## config.mk

```make
export PLATFORM = sky130hd
export DESIGN_NAME = vx_execute_arb
export DESIGN_NICKNAME = d
export VERILOG_FILES = /design/src/rtl/vx_execute_arb.sv
export SDC_FILE = /design/constraint.sdc
export NUM_CORES = 1
export LEC_CHECK = 0
export CORE_AREA = 2 2 507 509
export CTS_BUF_LIST = sky130_fd_sc_hd__clkbuf_4
export DETAILED_ROUTE_END_ITERATION = 8
export DIE_AREA = 0 0 509 511
export GPL_ROUTABILITY_DRIVEN = 0
export HOLD_SLACK_MARGIN = 0.03
export MAX_ROUTING_LAYER = met4
export PLACE_DENSITY_LB_ADDON = 0.15
export SYNTH_ARGS = -nofsm -noshare
export SYNTH_HDL_FRONTEND = slang
export SYNTH_SLANG_ARGS = --single-unit
```

## constraint.sdc

```tcl
create_clock -name clk -period 8.9 [get_ports clk]
set_clock_uncertainty 0.05 [all_clocks]
set_input_delay 1.335 -clock clk [delete_from_list [all_inputs] [get_ports clk]]
set_output_delay 1.335 -clock clk [all_outputs]
set_load 0.005 [all_outputs]
```

## src/rtl/vx_execute_arb.sv

```systemverilog
// Execute-unit arbiter: round-robin choice among requesters, held on one requester
// across multi-beat instructions and matrix groups, feeding one registered output stage.

module vx_execute_arb_chk (
    input  logic clk,
    input  logic reset,
    input  logic fire,
    input  logic locked,
    input  logic win_sop
);
    // A beat accepted while no lock is held must start an instruction.
    sop_on_unlocked_accept: assert property (@(posedge clk) disable iff (reset)
        (fire && !locked) |-> win_sop);
endmodule

module vx_execute_arb #(
    parameter int NUM_INPUTS = 4,
    parameter int DATAW      = 256,
    parameter int SEL_WIDTH  = (NUM_INPUTS > 1) ? $clog2(NUM_INPUTS) : 1
) (
    input  logic                        clk,
    input  logic                        reset,
    input  logic [NUM_INPUTS-1:0]       in_valid,
    input  logic [NUM_INPUTS*DATAW-1:0] in_data,
    input  logic [NUM_INPUTS-1:0]       in_sop,
    input  logic [NUM_INPUTS-1:0]       in_eop,
    input  logic [NUM_INPUTS-1:0]       in_mlock,
    output logic [NUM_INPUTS-1:0]       in_ready,
    output logic                        out_valid,
    output logic [DATAW-1:0]            out_data,
    output logic [SEL_WIDTH-1:0]        out_sel,
    input  logic                        out_ready
);
    typedef enum logic [0:0] {
        UNLOCKED = 1'b0,
        LOCKED   = 1'b1
    } state_e;

    state_e                state_q, state_d;
    logic [SEL_WIDTH-1:0]  lock_idx_q, lock_idx_d;
    logic [SEL_WIDTH-1:0]  rr_ptr_q, rr_ptr_d;
    logic                  out_valid_q, out_valid_d;
    logic [DATAW-1:0]      out_data_q, out_data_d;
    logic [SEL_WIDTH-1:0]  out_sel_q, out_sel_d;

    logic [NUM_INPUTS-1:0] grant_s;
    logic [SEL_WIDTH-1:0]  win_s;
    logic [SEL_WIDTH-1:0]  next_rr_s;
    logic [DATAW-1:0]      win_data_s;
    logic                  win_sop_s, win_eop_s, win_mlock_s;
    logic                  stage_free_s, fire_s, pick_s;
    int                    best_dist_s, dist_s;

    // Winner selection: the lock owner when locked, else nearest valid input at or after rr_ptr.
    always_comb begin
        grant_s     = '0;
        win_s       = '0;
        best_dist_s = NUM_INPUTS;
        dist_s      = 0;
        pick_s      = 1'b0;
        if (state_q == LOCKED) begin
            win_s = lock_idx_q;
            for (int i = 0; i < NUM_INPUTS; i++) begin
                grant_s[i] = in_valid[i] && (i == int'(lock_idx_q));
            end
        end else begin
            for (int i = 0; i < NUM_INPUTS; i++) begin
                dist_s      = (i >= int'(rr_ptr_q)) ? (i - int'(rr_ptr_q))
                                                    : (i - int'(rr_ptr_q) + NUM_INPUTS);
                pick_s      = in_valid[i] && (dist_s < best_dist_s);
                best_dist_s = pick_s ? dist_s : best_dist_s;
                win_s       = pick_s ? SEL_WIDTH'(i) : win_s;
            end
            for (int i = 0; i < NUM_INPUTS; i++) begin
                grant_s[i] = (best_dist_s < NUM_INPUTS) && (int'(win_s) == i);
            end
        end
    end

    // Payload and framing bits of the granted requester.
    always_comb begin
        win_data_s  = '0;
        win_sop_s   = 1'b0;
        win_eop_s   = 1'b0;
        win_mlock_s = 1'b0;
        for (int i = 0; i < NUM_INPUTS; i++) begin
            win_data_s  = win_data_s | (grant_s[i] ? in_data[i*DATAW +: DATAW] : {DATAW{1'b0}});
            win_sop_s   = win_sop_s   | (grant_s[i] & in_sop[i]);
            win_eop_s   = win_eop_s   | (grant_s[i] & in_eop[i]);
            win_mlock_s = win_mlock_s | (grant_s[i] & in_mlock[i]);
        end
    end

    assign stage_free_s = !out_valid_q || out_ready;
    assign in_ready     = (!reset && stage_free_s) ? grant_s : {NUM_INPUTS{1'b0}};
    assign fire_s       = !reset && stage_free_s && (|grant_s);
    assign next_rr_s    = (int'(win_s) == NUM_INPUTS - 1) ? {SEL_WIDTH{1'b0}}
                                                          : (win_s + SEL_WIDTH'(1));

    // Next-state: load the output stage on acceptance; lock until an eop without mlock.
    always_comb begin
        state_d     = state_q;
        lock_idx_d  = lock_idx_q;
        rr_ptr_d    = rr_ptr_q;
        out_valid_d = out_valid_q;
        out_data_d  = out_data_q;
        out_sel_d   = out_sel_q;
        if (fire_s) begin
            out_valid_d = 1'b1;
            out_data_d  = win_data_s;
            out_sel_d   = win_s;
            if (win_eop_s && !win_mlock_s) begin
                state_d  = UNLOCKED;
                rr_ptr_d = next_rr_s;
            end else begin
                state_d    = LOCKED;
                lock_idx_d = win_s;
            end
        end else if (out_ready) begin
            out_valid_d = 1'b0;
        end else begin
            out_valid_d = out_valid_q;
        end
    end

    // State and output-stage registers.
    always_ff @(posedge clk) begin
        if (reset) begin
            state_q     <= UNLOCKED;
            lock_idx_q  <= '0;
            rr_ptr_q    <= '0;
            out_valid_q <= 1'b0;
            out_data_q  <= '0;
            out_sel_q   <= '0;
        end else begin
            state_q     <= state_d;
            lock_idx_q  <= lock_idx_d;
            rr_ptr_q    <= rr_ptr_d;
            out_valid_q <= out_valid_d;
            out_data_q  <= out_data_d;
            out_sel_q   <= out_sel_d;
        end
    end

    assign out_valid = out_valid_q;
    assign out_data  = out_data_q;
    assign out_sel   = out_sel_q;

    vx_execute_arb_chk u_chk (
        .clk     (clk),
        .reset   (reset),
        .fire    (fire_s),
        .locked  (state_q == LOCKED),
        .win_sop (win_sop_s)
    );
endmodule

```

==> Implementation_results.wiki, run 1 <==
{| class="wikitable"
! Metric !! Value
|-
| Cell area after technology mapping || 0.0138 mm²
|-
| Final hold slack || 0.446 ns
|-
| Part of the power in the clock network || 15.0%
|-
| Clock period minus final worst setup slack || 8.15 ns
|-
| Clock slew at reported path FFs || 0.07 ns
|-
| Portion of the clock cycle consumed by the worst path in the final layout || 91.6%
|-
| Placeable core area || 0.255 mm²
|-
| Cells after Synth || 1627
|-
| Count of buffers from port buffering || 1301
|-
| Number of iterations in the first detailed-routing pass || 8
|-
| Number of global-route vias before repair || 21700
|-
| Maximum number of pins on one net before global-route repair || 127
|-
| Syn Nets || 2679
|-
| Async set or reset register ratio after synthesis || 0%
|-
| HPWL after DPL || 134000 µm
|-
| NumNets Final || 3937
|-
| Average size of a mapped cell || 8.48 µm²
|-
| Count of final max-slew check failures || 0
|-
| Series of cell instances along the critical path || clkdlybuf4s50_1, ha_1, o2bb2ai_1, and2_1, a41oi_1, mux2i_1, ha_1, o21a_1, o21a_1, a21bo_2, o21ai_0, ha_1, inv_1, a41oi_1, a21boi_1, nor3_1, a31o_4, and2_1, clkdlybuf4s50_1
|-
| Number of H-tree levels || 3
|-
| DRC viols || 0
|-
| Clk Tree Root Cell || sky130_fd_sc_hd__clkbuf_4
|-
| Kind of launch point of the worst setup path || input pin
|-
| Initial core utilization || 5.40%
|-
| Via count || 20500
|-
| Worst slew pin tran || 1.16 ns
|-
| Slew Limit Headroom || 23.0%
|-
| Hold WC Path Type || flip-flop to flip-flop
|-
| Number of primary I/O pins || 1306
|-
| Flops & latches, synth || 264
|-
| Sink count of the clock tree || 264
|-
| Global-route wire length before repair || 207000 µm
|-
| Outcome || finished clean
|-
| Worst min-delay path startpoint || out_data[19]
|-
| Main flop type after synthesis || sky130_fd_sc_hd__dfxtp_1
|-
| Fraction of the yosys area taken by sequential cells || 38.3%
|-
| CP arrival || 6.77 ns
|-
| Routed WL || 161000 µm
|-
| Internal power contribution || 5.13 mW
|-
| Aggregate global-route resource usage || 12.1%
|-
| Classification of the worst setup path || input pin to output port
|-
| Number of buffers created by CTS || 96
|-
| Most frequent cell on the critical path || sky130_fd_sc_hd__ha_1
|-
| Antenna-violating nets left || 0
|-
| Logic pwr share || 64.4%
|-
| Worst path slowest cell || sky130_fd_sc_hd__nor3_1
|-
| Height of the die || 511 µm
|-
| Source of the worst register-to-register timing path || rr_ptr_q[1]
|-
| Post-layout total power || 10.2 mW
|-
| Static Leak || 10.4 nW
|-
| Largest voltage drop on the vdd net || 0.164 mV
|-
| Cell count of the worst hold path || 2
|-
| Library cells used by synthesis || 53
|-
| Endpoint class of the critical path || output port
|-
| Reported net switching power || 5.03 mW
|-
| TritonCTS clock tree || built
|-
| Number of cells traversed by the worst register-to-register path || 26
|-
| Worst endpoint required time || 7.52 ns
|-
| Area added between synthesis and finish || 134%
|-
| # rows || 186
|-
| Number of setup buffers added after CTS || 0
|-
| Total power per unit cell area || 315 mW/mm²
|-
| Routed len/inst || 25.3 µm
|-
| Worst-path fanout max || 10
|-
| Hold Path Sink || out_data[19]
|-
| Unrepaired setup endpoints after global routing || false
|-
| Leftover overflow at the end of global routing || 0
|-
| Die width || 509 µm
|-
| Fmax || 123 MHz
|-
| First-iteration detailed-routing DRC count || 1796
|-
| Largest stage delay on the critical path || 0.75 ns
|-
| Final setup violation count || 0
|-
| Die Outline Area || 0.260 mm²
|-
| Largest buffer count on any clock path || 3
|-
| Clock latency on the worst-skew pair || 1.06 ns
|-
| Worst-case register-to-register setup slack || 2.05 ns
|-
| YS warnings || 0
|-
| Gates resized, CTS repair || 0
|-
| Initial antenna violation count || 52
|-
| Critical R2R Capture || out_data[246]
|-
| Ratio of cells with drive above 1 in the final layout || 7.91%
|-
| Switching power as a share of total power || 49.5%
|-
| Maximum Capacitance Violations || 0
|-
| Post-synth EDFFs || 0
|-
| Relative contribution of sequential cells to total power || 20.5%
|-
| Final sum of negative setup slack || 0 ns
|-
| Mean number of vias per cell || 3.22
|-
| Final hold violation count || 0
|-
| CTS Hold Bufs || 0
|}
## synth_stat cells (3+ instances only)
cell,instances,area share [%]
sky130_fd_sc_hd__nand3_1,3,0.11
sky130_fd_sc_hd__mux2i_1,3,0.22
sky130_fd_sc_hd__nand2_1,15,0.41
sky130_fd_sc_hd__inv_1,12,0.33
sky130_fd_sc_hd__nand2b_1,4,0.18
sky130_fd_sc_hd__a21oi_1,262,9.5
sky130_fd_sc_hd__ha_1,9,0.82
sky130_fd_sc_hd__nor2_1,269,7.3
sky130_fd_sc_hd__nand4_1,4,0.18
sky130_fd_sc_hd__nor2b_1,4,0.18
sky130_fd_sc_hd__clkbuf_1,131,3.6
sky130_fd_sc_hd__a32oi_1,3,0.19
sky130_fd_sc_hd__a222oi_1,256,19
sky130_fd_sc_hd__a211oi_1,258,14
sky130_fd_sc_hd__and2_1,6,0.27
sky130_fd_sc_hd__o21ai_0,5,0.18
sky130_fd_sc_hd__a22o_1,4,0.25
sky130_fd_sc_hd__nor3_1,4,0.15
sky130_fd_sc_hd__buf_2,69,2.5
sky130_fd_sc_hd__dfxtp_1,264,38
## state kept, by name (all words and copies together) (netlist names)
| name | flops |
|---|---|
| out_data | 256 |
| lock_idx_q | 2 |
| out_sel | 2 |
| rr_ptr_q | 2 |
| out_valid | 1 |
| state_q | 1 |
## cell type report
class / count / area [µm²]
clock inverters: 19 / 92.6
well taps: 3384 / 4230
clock buffers: 154 / 1160
inverters: 12 / 45.0
repair buffers: 1364 / 13700
diodes: 38 / 95.1
multi-input cells: 1147 / 7640
flip-flops and latches: 264 / 5290
fillers: 29200 / 223000
## stage by stage
step                      instance area (µm²)  std cells  setup slack (ns)  utilization, %
after floorplan                         13800       1627              2.27               -
after global placement                  30900       6171             0.679            12.1
after detailed placement                30900       6171             0.735            12.1
after CTS                               32200       6344             0.524            12.6
after global routing                    32200       6377             0.166            12.6
final                                   32300       6382             0.749            12.6
## per-layer routing
layer | part of all wire, % | vias to the layer above | track usage [%]
li1 | - | 9284 | -
met1 | 38 | 9981 | 12.7
met2 | 50 | 1137 | 20.6
met3 | 10 | 144 | 5.08
met4 | 2.2 | 0 | 3.58
met5 | 0 | - | -
## power by group through the flow
| stage | Sequential [mW] | Clock (mW) | Combinational, mW |
|---|---|---|---|
| 2_1_floorplan | 1.98 | 0 | 2.87 |
| 3_3_place_gp | 2.11 | 0 | 6.81 |
| 3_5_place_dp | 2.12 | 0 | 6.77 |
| 4_1_cts | 2.10 | 1.66 | 6.81 |
| 5_1_grt | 2.16 | 1.70 | 7.15 |
| 6_report | 2.08 | 1.53 | 6.54 |
## worst max-delay path by stage
stage	startpoint	endpoint	slack, ns	cells past startpoint
global route	rr_ptr_q[1]	in_ready[1]	0.17	22
finish	in_valid[0]	in_ready[1]	0.75	19
floorplan	in_valid[0]	in_ready[1]	2.27	21
detailed placement	in_valid[0]	out_data[246]	0.74	23
CTS	rr_ptr_q[1]	in_ready[1]	0.52	22
global placement	in_valid[0]	in_ready[1]	0.68	20
## placed cells by master (no fill, tap or decap), types with 3 or more instances in the layout
cell type | synthesis | layout
sky130_fd_sc_hd__clkinv_1 | 0 | 13
sky130_fd_sc_hd__buf_4 | 2 | 47
sky130_fd_sc_hd__inv_1 | 12 | 12
sky130_fd_sc_hd__a21oi_1 | 262 | 262
sky130_fd_sc_hd__and2_1 | 6 | 6
sky130_fd_sc_hd__nand2b_1 | 4 | 4
sky130_fd_sc_hd__clkbuf_4 | 0 | 154
sky130_fd_sc_hd__a211oi_1 | 258 | 258
sky130_fd_sc_hd__clkinvlp_4 | 0 | 3
sky130_fd_sc_hd__nand2_1 | 15 | 14
sky130_fd_sc_hd__nor2_1 | 269 | 269
sky130_fd_sc_hd__o21ai_0 | 5 | 5
sky130_fd_sc_hd__a22o_1 | 4 | 4
sky130_fd_sc_hd__nor2b_1 | 4 | 4
sky130_fd_sc_hd__ha_1 | 9 | 9
sky130_fd_sc_hd__a32oi_1 | 3 | 3
sky130_fd_sc_hd__a222oi_1 | 256 | 256
sky130_fd_sc_hd__nand4_1 | 4 | 4
sky130_fd_sc_hd__dfxtp_1 | 264 | 264
sky130_fd_sc_hd__clkdlybuf4s50_1 | 0 | 1300
sky130_fd_sc_hd__buf_12 | 0 | 16
sky130_fd_sc_hd__nor3_1 | 4 | 4
sky130_fd_sc_hd__mux2i_1 | 3 | 3
sky130_fd_sc_hd__diode_2 | 0 | 38
sky130_fd_sc_hd__nand3_1 | 3 | 3
## cell families after synthesis
group                      count (synthesis)  synth area share [%]
and+or+nand+nor                          318                  9.28
buffers and inverters                    216                  6.56
AOI/OAI and AO/OA                        815                  44.6
DFF                                      264                  38.3
adders and majority gates                  9                 0.817
muxes                                      5                 0.381
## worst max-delay path, delay by kind of cell
family | cells | cell delay [ns]
compound gates | 9 | 1.93
simple gates | 3 | 1.11
buf+inv | 3 | 1.33
fa+ha+maj | 3 | 0.74
mux | 1 | 0.31
Power figures use the tool's default switching activity.
==> run 2: changes to the inputs <==
--- a/config.mk
+++ b/config.mk
@@ -9,7 +9,6 @@
 export CTS_BUF_LIST = sky130_fd_sc_hd__clkbuf_4
 export DETAILED_ROUTE_END_ITERATION = 8
 export DIE_AREA = 0 0 509 511
-export GPL_ROUTABILITY_DRIVEN = 0
 export HOLD_SLACK_MARGIN = 0.03
 export MAX_ROUTING_LAYER = met4
 export PLACE_DENSITY_LB_ADDON = 0.15
==> results of run 2 <==
The final DEF is identical to that of run 1; final timing and power are the same.
